<file path="src/rtl/center_derivative_core.sv">
// Streaming 2-spaced difference estimator: out = x[k] - x[k-2], registered and sign-extended.
// Output is held at zero until two samples of history have been captured after reset.
module center_derivative_core #(
   parameter int Nbits = 2,
   parameter int OUT_W = 10
) (
   input  logic             clk,
   input  logic             rst_n,
   input  logic [Nbits:0]   IN_center_der,
   output logic [OUT_W-1:0] out_center_der
);

   if (OUT_W < Nbits + 2) begin : g_width_check
      $error("center_derivative_core: OUT_W must be at least Nbits+2");
   end

   logic [Nbits:0]          d1_q, d1_d;
   logic [Nbits:0]          d2_q, d2_d;
   logic [1:0]              fill_q, fill_d;
   logic [OUT_W-1:0]        out_q, out_d;
   logic signed [Nbits+1:0] diff_s;

   // Next-state: difference against the x[k-2] tap, warm-up gating, tap shift, fill saturation
   always_comb begin
      diff_s = '0;
      out_d  = '0;
      fill_d = fill_q;
      d1_d   = IN_center_der;
      d2_d   = d1_q;
      diff_s = signed'({1'b0, IN_center_der}) - signed'({1'b0, d2_q});
      case (fill_q)
         2'd0: begin
            out_d  = '0;
            fill_d = 2'd1;
         end
         2'd1: begin
            out_d  = '0;
            fill_d = 2'd2;
         end
         2'd2: begin
            out_d  = OUT_W'(diff_s);
            fill_d = 2'd2;
         end
         default: begin
            out_d  = '0;
            fill_d = 2'd0;
         end
      endcase
   end

   // State registers; reset empties the history so warm-up restarts
   always_ff @(posedge clk or negedge rst_n) begin
      if (!rst_n) begin
         d1_q   <= '0;
         d2_q   <= '0;
         fill_q <= 2'd0;
         out_q  <= '0;
      end else begin
         d1_q   <= d1_d;
         d2_q   <= d2_d;
         fill_q <= fill_d;
         out_q  <= out_d;
      end
   end

   assign out_center_der = out_q;

endmodule

</file>
<file path="config.mk">
export PLATFORM = sky130hd
export DESIGN_NAME = center_derivative_core
export DESIGN_NICKNAME = d
export VERILOG_FILES = /design/src/rtl/center_derivative_core.sv
export SDC_FILE = /design/constraint.sdc
export NUM_CORES = 1
export LEC_CHECK = 0
export ABC_AREA = 1
export CORE_UTILIZATION = 25
export DETAILED_ROUTE_END_ITERATION = 10
export SLEW_MARGIN = 20
export SYNTH_ARGS = -nofsm -noshare
export SYNTH_HDL_FRONTEND = slang
export SYNTH_SLANG_ARGS = --single-unit
</file>
<file path="constraint.sdc">
create_clock -name clk -period 1.5 [get_ports clk]
set_input_delay 0.3 -clock clk [delete_from_list [all_inputs] [get_ports clk]]
set_output_delay 0.3 -clock clk [all_outputs]
set_load 0.01 [all_outputs]
</file>
==> qor.yml, run 1 <==
run_status:
  status: "completed"
timing:
  slew_headroom_pct: 65.28
  setup_viol: 0
  rsz0062_at_grt: "no"
  slew_violations: 0
  min_period_over_period_pct: 95.08
  clock.fmax_mhz: 701.2
  fin_crit_ps: 1426
  finalClockSkew_ps: 0.9120
  hold_violations: 0
  max_slew.worst_pin.slew_ps: 519.2
grt:
  grt_max_degree: 13
  grt_pass1_vias: 288
  grt_remaining_overflow: 0
  track_usage_pct: 8.833
  grt_pass1_wl_um: 1200
  antenna_found_initial: 0
synthesis:
  synthTopCellsByArea: "dfrtp_1 60%, ha_1 13%, buf_4 9.0%"
  synthAdderAreaFrac_pct: 16.54
  synth_top_area_share_pct: 60.15
  seq_area_frac_synth_pct: 60.15
  synth_top_family_by_area: "adder cells"
  yosys_warnings: 0
  synthesis.nets: 51
  synth-xor-area-share_pct: 0
  yosys_register_bits: 12
  netlist_area_um2: 499.2
  synthDistinctLibCells: 12
  synth_compound_area_share_pct: 3.759
  synth.avg_cell_area_um2: 12.48
  yosys.area_share.simple_pct: 4.511
  muxShareOfSynthArea_pct: 0
  synth.largest_area_cell: "dfrtp_1"
  syn_inst: 40
place:
  portBuffers: 14
  routabilityCongestion: 0.6857
  dpl.hpwl_um: 498.7
  place_area_um2: 633.1
cells_and_area:
  antenna_cells: 0
  fillerInstances: 200
  regArea_um2: 300.3
  area_delta_synth_final_pct: 31.08
  layout_common_cells: "12 x dfrtp_1, 8 x inv_1, 7 x clkdlybuf4s50_1, 7 x dlygate4sd2_1, 5 x ha_1"
  utilization_pct: 36.32
  final_cell_area_um2: 654.4
  final_common_cell: "dfrtp_1"
  nNetsFinal: 66
  drive_above_1_share_pct: 13.21
  multiInputGateArea_um2: 123.9
drt:
  vias: 298
  drtPass1Iterations: 2
  wire_per_inst_um: 8.128
  antenna_left: 0
  drt_wl_total_um: 634
  drc_errors: 0
  vias_per_cell: 3.821
  drt_iter0_drc: 6
cts:
  cts-root-buf: "clkbuf_4"
  cts_tree: "built"
  ctsHoldBuffers: 0
  clkSinkCount: 12
  htree_num_levels: 1
  clk_latency_ps: 270
  clk_pin_slew_ps: 60
  cts_inserted_buffers: 3
  cts_buffer_depth: 2
worst_setup_path:
  crit_family: "buffers and inverters"
  start_kind: "register"
  slowest_delay_ps: 530
  worstSetupEndpointType: "output pin"
  cp.required_ps: 1200
  path_cells: "clkdlybuf4s50_1"
  cp_slowest_cell: "clkdlybuf4s50_1"
  path_class: "reg -> out"
  path_buf_inv: 1
  cp_data_arrival_time_ps: 1130
  critPathMaxFanout: 1
power:
  ir_drop_mv: 0.6344
  p_sw_share_pct: 23.79
  p_int_mw: 0.5074
  p_seq_share_pct: 53.2
  power_density_nw_per_um2: 1017
  comb_power_share_pct: 19.0
  leakage_nw: 0.3324
  p_sw_mw: 0.1584
  power.share.clock_pct: 27.8
floorplan:
  ios: 15
  num_rows: 15
  die_w_um: 46.69
  die-area_um2: 2179
  die_h_um: 46.69
  coreArea_um2: 1802
  initial_core_util_pct: 27.71
worst_hold_path:
  hold_path.class: "reg -> reg"
flow_run:
  cap_violations: 0
layout make-up:
class,count,area share (%)
clock buffer,3,3.442
inverter,8,4.589
multi-input combinational,14,18.93
sequential,12,45.89
tap,25,4.780
timing repair buffer,16,22.37
worst paths after layout:
| path | from | endpoint | slack (ps) | cells after the start |
|---|---|---|---|---|
| max | out_center_der[2] | out_center_der[2] | 70 | 1 |
| min | d1_q[1] | d2_q[1] | 350 | 0 |
| max reg2reg | d2_q[0] | out_center_der[1] | 280 | 5 |
| min reg2reg | d1_q[1] | d2_q[1] | 350 | 0 |
| max in group asynchronous | rst_n | fill_q[0] | 780 | 1 |
| min in group asynchronous | rst_n | out_center_der[2] | 370 | 1 |
per-layer routing:
metal  share of wire [%]  vias up  wire length, um  track usage (%)
met3                  13        2               80            7.059
met4                 1.6        0               10            5.143
met5                   0        -                0                0
met1                  45      135              284            10.76
met2                  41       17              258            10.56
li1                    -      144                -                -
what timing repair did:
action | CTS | global route
setup endpoints to repair | 7 | 1
buffers inserted | 1 | 0
resized for setup | 7 | 1
power by group through the flow:
stage	Sequential, mW	Combinational, mW	Clock (mW)
floorplan	0.368	0.0676	0
global placement	0.361	0.139	0
detailed placement	0.362	0.139	0
CTS	0.354	0.129	0.200
global route	0.356	0.143	0.215
finish	0.354	0.127	0.185
synthesized netlist by cell type:
cell type / n
fa_1: 1
a21oi_1: 1
a21oi_2: 1
buf_4: 6
ha_1: 5
nor2_2: 1
dfrtp_1: 12
nand3_1: 1
o21ai_0: 1
inv_1: 8
nor2_1: 1
nand2_1: 2
sequential cells by signal (all words and copies together), names as in the netlist:
name            flops
out_center_der      4
d1_q                3
d2_q                3
fill_q              2
cell families after synthesis:
| group | count (synthesis) |
|---|---|
| and+or+nand+nor | 5 |
| adders and majority gates | 6 |
| AOI/OAI and AO/OA | 3 |
| DFF | 12 |
| buffers and inverters | 14 |
per-stage QoR:
step / setup slack, ps / total power, mW / setup TNS, ps / hold slack, ps / cells
finish: 73.87 / 0.6657 / 0 / 349.2 / 78
global route: 5.016 / 0.7143 / 0 / 359.2 / 78
CTS: 56.53 / 0.6828 / 0 / 353.3 / 78
detailed placement: -212.6 / 0.5012 / -420.8 / 337.3 / 74
global placement: -211.1 / 0.4996 / -412.7 / 333.5 / 74
floorplan: 299.7 / 0.4360 / 0 / 4.409 / 40
(Power assumes the default switching activity.)
==> run 2: changes to the inputs <==
--- a/config.mk
+++ b/config.mk
@@ -5,7 +5,7 @@
 export SDC_FILE = /design/constraint.sdc
 export NUM_CORES = 1
 export LEC_CHECK = 0
-export ABC_AREA = 1
+export CAP_MARGIN = 0
 export CORE_UTILIZATION = 25
 export DETAILED_ROUTE_END_ITERATION = 10
 export SLEW_MARGIN = 20
==> qor.yml, run 2 <==
timing:
  setup_viol: 0  # unchanged
  finalClockSkew_ps: 5.373  # +4.461 ps
  slew_headroom_pct: 65.64  # +0.36 points
  clock.fmax_mhz: 704.4  # +0.45%
  max_slew.worst_pin.slew_ps: 513.8  # -5.414 ps
  slew_violations: 0  # unchanged
  rsz0062_at_grt: "no"
  min_period_over_period_pct: 94.65  # -0.43 points
  finalSetupTns_ps: 0  # unchanged
  hold_violations: 0  # unchanged
  fin_crit_ps: 1420  # -6.439 ps
  fin_hold_ws_ps: 169.0  # -180.2 ps
cts:
  cts_inserted_buffers: 3  # unchanged
  clkSinkCount: 12  # unchanged
  cts_tree: "built"
  cts-root-buf: "clkbuf_4"
  htree_num_levels: 1  # unchanged
  clk_latency_ps: 270  # about the same
  clk_pin_slew_ps: 80  # +20 ps
  cts_buffer_depth: 2  # unchanged
  ctsHoldBuffers: 0  # unchanged
drt:
  vias_per_cell: 3.720  # -2.6%
  maxUsedRoutingLayer: "met3"
  drtPass1Iterations: 1  # -1
  drt_iter0_drc: 0  # -6
  drt_wl_total_um: 704  # +11%
  antenna_left: 0  # unchanged
  vias: 279  # -6.4%
  drc_errors: 0  # unchanged
  route.met3.wl_um: 67  # -16%
  wl_met2_um: 326  # +26%
  wire_per_inst_um: 9.387  # +15%
  wl_met1_um: 310  # +9.2%
cells_and_area:
  nNetsFinal: 62  # -6.1%
  antenna_cells: 0  # unchanged
  layout_common_cells: "12 x dfrtp_1, 7 x dlygate4sd2_1, 6 x inv_1, 6 x clkdlybuf4s50_1, 5 x ha_1"
  area_delta_synth_final_pct: 33.33
  largest_register_ffs: 4  # unchanged
  final_common_cell: "dfrtp_1"
  drive_above_1_share_pct: 12.00  # -1.2 points
  stdcell_count: 75  # -3.8%
worst_setup_path:
  slowest_delay_ps: 530  # about the same
  worstSetupEndpointType: "output pin"
  r2r_start: "d2_q[0]"
  cp_data_arrival_time_ps: 1120  # about the same
  start_kind: "register"
  cp_slowest_cell: "clkdlybuf4s50_1"
  cp.required_ps: 1200  # about the same
  crit_family: "buffers and inverters"
  r2r-end: "out_center_der[1]"
  critPathMaxFanout: 1  # unchanged
  reg2reg_depth: 4  # -1
  rrSetupSlack_ps: 180  # -100 ps
  path_class: "reg -> out"
  path_cells: "clkdlybuf4s50_1"
  path_buf_inv: 1  # unchanged
grt:
  track_usage_pct: 8.745  # -0.088 points
  grt_max_degree: 13  # unchanged
  grt_pass1_wl_um: 1186  # -1.2%
  antenna_found_initial: 0  # unchanged
  grt_pass1_vias: 276  # -4.2%
  grt_remaining_overflow: 0  # unchanged
synthesis:
  synth_top_family_by_area: "adder cells"
  synthesis.nets: 48  # -5.9%
  synth_top_flop_cell: "dfrtp_1"
  syn_inst: 37  # -7.5%
  synth_compound_area_share_pct: 0  # -3.8 points
  synth.avg_cell_area_um2: 13.49  # +8.1%
  synth-edff-count: 0  # unchanged
  muxShareOfSynthArea_pct: 0  # unchanged
  synth-xor-area-share_pct: 1.754  # +1.8 points
  yosys-top-cells-count: "12 x dfrtp_1, 6 x buf_4, 6 x inv_1"
  yosys_register_bits: 12  # unchanged
  synthTopCellsByArea: "dfrtp_1 60%, ha_1 13%, buf_4 9.0%"
  netlist_area_um2: 499.2  # unchanged
  post-synth-top-count-cell: "dfrtp_1"
  synthDistinctLibCells: 11  # -1
  yosys_warnings: 0  # unchanged
  synth_top_area_share_pct: 60.15  # unchanged
  yosys.area_share.simple_pct: 8.020  # +3.5 points
  seq_area_frac_synth_pct: 60.15  # unchanged
  synth.largest_area_cell: "dfrtp_1"
  synthArstFlopShare_pct: 100.0  # unchanged
  synthAdderAreaFrac_pct: 16.54  # unchanged
floorplan:
  die_h_um: 46.69  # unchanged
  num_rows: 15  # unchanged
  ios: 15  # unchanged
  coreArea_um2: 1802  # unchanged
  die-area_um2: 2179  # unchanged
  initial_core_util_pct: 27.71  # unchanged
  die_w_um: 46.69  # unchanged
worst_hold_path:
  worstHoldEndpoint: "d1_q[0]"
  hold_path.class: "in -> reg"
  holdCritStartpoint: "IN_center_der[0]"
  holdPathStages: 1  # +1
power:
  power_density_nw_per_um2: 1103  # +8.4%
  leakage_nw: 0.3259  # -2.0%
  ir_drop_mv: 0.4069  # -36%
run_status:
  status: "completed"
place:
  dpl.hpwl_um: 508.4  # +1.9%
  place_inst: 70  # -5.4%
  routabilityCongestion: 0.6532  # -4.7%
  portBuffers: 14  # unchanged
flow_run:
  cap_violations: 0  # unchanged
## run 2: changes by cell type after synthesis, sizes merged
cell,previous run,this run
and2,0,2
nor2,2,0
and4b,0,1
o21ai,1,0
nand2,2,1
nor2b,0,1
nand3b,0,1
nand3,1,0
a21oi,2,0
inv,8,6
xor2,0,1
## run 2: what timing repair did
action                                  in CTS  in global routing
gates resized for setup                      8                  1
endpoints found under the hold margin        0                  0
buffers inserted                             1                  0
endpoints found under the setup margin       8                  1
## run 2: kinds of logic (layout without fill, tap and decap cells)
group / count (synthesis) / in the layout
XOR/XNOR: 1 / 1
flip-flops: 12 / 12
adder cells (fa/ha/maj): 6 / 6
AND/OR/NAND/NOR: 6 / 6
buffers and inverters: 12 / 25
## run 2: through the flow
| step | power, mW | setup WS (ps) | instance area, um2 | utilization (%) |
|---|---|---|---|---|
| 2_1_floorplan | 0.4370 | 200.4 | 499.2 | - |
| 3_3_place_gp | 0.4999 | -283.6 | 625.6 | 34.72 |
| 3_5_place_dp | 0.5028 | -306.9 | 625.6 | 34.72 |
| 4_1_cts | 0.7503 | 10.23 | 663.1 | 36.81 |
| 5_1_grt | 0.7801 | 41.87 | 665.6 | 36.94 |
| 6_report | 0.7343 | 80.31 | 665.6 | 36.94 |
## run 2: area by class of cell
class / instances / area, um2
clock buffers: 4 / 36.28
fillers: 197 / 1136
inverters: 6 / 22.52
multi-input cells: 13 / 133.9
flip-flops and latches: 12 / 300.3
well taps: 25 / 31.28
repair buffers: 15 / 141.4
## run 2: layer usage
| metal | track usage, % | up-vias |
|---|---|---|
| met1 | 10.00 | 131 |
| met5 | 0 | - |
| met3 | 5.098 | 0 |
| met2 | 11.67 | 14 |
| li1 | - | 134 |
| met4 | 6.857 | 0 |
## run 2: how the worst max path moves through the flow
stage / from / end / slack [ps] / cells after the start
after floorplan: IN_center_der[0] / out_center_der[2] / 200 / 6
after global placement: IN_center_der[0] / out_center_der[2] / -280 / 7
after detailed placement: IN_center_der[0] / out_center_der[2] / -310 / 7
after CTS: IN_center_der[0] / out_center_der[1] / 10 / 6
after global routing: out_center_der[2] / out_center_der[2] / 40 / 1
final: out_center_der[2] / out_center_der[2] / 80 / 1
## run 2: power by group
| part | leakage (nW) | total [mW] | internal (mW) | switching (mW) |
|---|---|---|---|---|
| clock | 0.0210 | 0.252 | 0.147 | 0.105 |
| combinational | 0.166 | 0.128 | 0.0720 | 0.0562 |
| sequential | 0.139 | 0.354 | 0.346 | 0.00762 |
| total | 0.326 | 0.734 | 0.566 | 0.169 |
==> run 3: changes to the inputs <==
--- a/config.mk
+++ b/config.mk
@@ -6,6 +6,7 @@
 export NUM_CORES = 1
 export LEC_CHECK = 0
 export CAP_MARGIN = 0
+export CORE_MARGIN = 2
 export CORE_UTILIZATION = 25
 export DETAILED_ROUTE_END_ITERATION = 10
 export SLEW_MARGIN = 20
==> qor.yml, run 3 (synthesis gave the netlist of run 2 again) <==
worst_setup_path:
  cp_data_arrival_time_ps: 1110  # about the same
  start_kind: "register"
  crit_family: "buffers and inverters"
  worstSetupEndpointType: "output pin"
  path_cells: "clkdlybuf4s50_1"
  cp_slowest_cell: "clkdlybuf4s50_1"
  critPathMaxFanout: 1  # unchanged
  slowest_delay_ps: 520  # about the same
  path_class: "reg -> out"
  path_buf_inv: 1  # unchanged
  cp.required_ps: 1200  # about the same
run_status:
  status: "completed"
floorplan:
  ios: 15  # unchanged
  die-area_um2: 2370  # +8.8%
  die_h_um: 48.69  # +4.3%
  die_w_um: 48.69  # +4.3%
  coreArea_um2: 1922  # +6.7%
  initial_core_util_pct: 25.98  # -1.7 points
  num_rows: 16  # +1
grt:
  grt_max_degree: 13  # unchanged
  track_usage_pct: 6.636  # -2.1 points
  grt_pass1_vias: 266  # -3.6%
  antenna_found_initial: 0  # unchanged
  grt_pass1_wl_um: 1117  # -5.8%
  grt_remaining_overflow: 0  # unchanged
power:
  p_int_mw: 0.5128  # -9.3%
  power_density_nw_per_um2: 1009  # -8.6%
  comb_power_share_pct: 19.3  # +1.8 points
  p_sw_share_pct: 23.47  # +0.48 points
  p_seq_share_pct: 52.9  # +4.7 points
  ir_drop_mv: 0.4526  # +11%
  p_sw_mw: 0.1572  # -6.8%
  power.share.clock_pct: 27.7  # -6.7 points
  leakage_nw: 0.3216  # -1.3%
  total_power_mw: 0.6701  # -8.8%
drt:
  vias_per_cell: 3.688  # -0.85%
  drtPass1Iterations: 1  # unchanged
  drt_wl_total_um: 666  # -5.4%
  antenna_left: 0  # unchanged
  drt_iter0_drc: 0  # unchanged
  vias: 284  # +1.8%
  wire_per_inst_um: 8.649  # -7.9%
  drc_errors: 0  # unchanged
cts:
  ctsHoldBuffers: 0  # unchanged
  cts_buffer_depth: 2  # unchanged
  clkSinkCount: 12  # unchanged
  cts-root-buf: "clkbuf_4"
  clk_pin_slew_ps: 70  # about the same
  cts_tree: "built"
  cts_inserted_buffers: 3  # unchanged
  clk_latency_ps: 260  # about the same
  htree_num_levels: 1  # unchanged
timing:
  setup_viol: 0  # unchanged
  clock.fmax_mhz: 710.6  # +0.88%
  slew_violations: 0  # unchanged
  timing.final.ws_setup_ps: 92.65  # +12.35 ps
  fin_crit_ps: 1407  # -12.35 ps
  min_period_over_period_pct: 93.82  # -0.82 points
  finalClockSkew_ps: 0.3728  # -5.000 ps
  fin_hold_ws_ps: 178.2  # +9.181 ps
  slew_headroom_pct: 89.55  # +24 points
  hold_violations: 0  # unchanged
  rsz0062_at_grt: "no"
  max_slew.worst_pin.slew_ps: 156.2  # -357.6 ps
cells_and_area:
  multiInputGateArea_um2: 136.4  # +1.9%
  area_delta_synth_final_pct: 33.08
  drive_above_1_share_pct: 16.00  # +4.0 points
  final_common_cell: "dfrtp_1"
  layout_common_cells: "12 x dfrtp_1, 7 x dlygate4sd2_1, 6 x clkdlybuf4s50_1, 5 x inv_1, 4 x ha_1"
  largest_register_ffs: 4  # unchanged
  regArea_um2: 300.3  # unchanged
  fillerInstances: 219  # +11%
  final_cell_area_um2: 664.4  # -0.19%
  nNetsFinal: 63  # +1.6%
  antenna_cells: 0  # unchanged
  utilization_pct: 34.57  # -2.4 points
place:
  place_area_um2: 635.6  # +1.6%
  pre_cts_ws_ps: -311.9  # -4.991 ps
  portBuffers: 14  # unchanged
  routabilityCongestion: 0.6444  # -1.3%
worst_hold_path:
  hold_path.class: "in -> reg"
flow_run:
  cap_violations: 0  # unchanged
-- run 3: timing repair --
action | 4_1_cts | 5_1_grt
setup endpoints to repair | 8 | 2
buffers inserted | 1 | 0
gates resized for setup | 8 | 3
-- run 3: power groups by stage --
stage | sequential (mW) | combinational (mW) | clock [mW]
floorplan | 0.370 | 0.0665 | 0
global placement | 0.362 | 0.140 | 0
detailed placement | 0.363 | 0.142 | 0
CTS | 0.355 | 0.132 | 0.200
global route | 0.357 | 0.143 | 0.219
finish | 0.355 | 0.129 | 0.186
-- run 3: metal layers --
metal	global-route usage (%)	part of all wire, %
met1	7.283	42
met2	9.361	47
met3	4.321	9.9
met4	4.286	0.60
met5	0	0
-- run 3: cell type report --
class                           count  share of cell area [%]
Inverter                            6                   3.390
Tap cell                           27                   5.085
Timing Repair Buffer               16                   22.41
Sequential cell                    12                   45.20
Multi-Input combinational cell     13                   20.53
Clock buffer                        3                   3.390
-- run 3: path summary, 6_finish.rpt --
kind / endpoint / startpoint / cells after the start / slack [ps]
worst max-delay path: out_center_der[1] / out_center_der[1] / 1 / 90
worst min-delay path: d1_q[0] / IN_center_der[0] / 1 / 180
worst max register to register: out_center_der[2] / d2_q[0] / 5 / 210
worst min register to register: d2_q[1] / d1_q[1] / 0 / 350
max in group asynchronous: fill_q[1] / rst_n / 2 / 1010
min in group asynchronous: out_center_der[0] / rst_n / 2 / 340
-- run 3: stage by stage --
| step | instances | setup TNS [ps] |
|---|---|---|
| global placement | 73 | -529.4 |
| CTS | 77 | 0 |
| floorplan | 37 | 0 |
| finish | 77 | 0 |
| detailed placement | 73 | -566.6 |
| global route | 77 | 0 |
-- run 3: worst reg2reg max path, cell delays in order, from the launching register on --
cell,delay [ps]
dfrtp_1,330
ha_2,180
inv_2,40
fa_2,320
xor2_1,160
and2_1,150
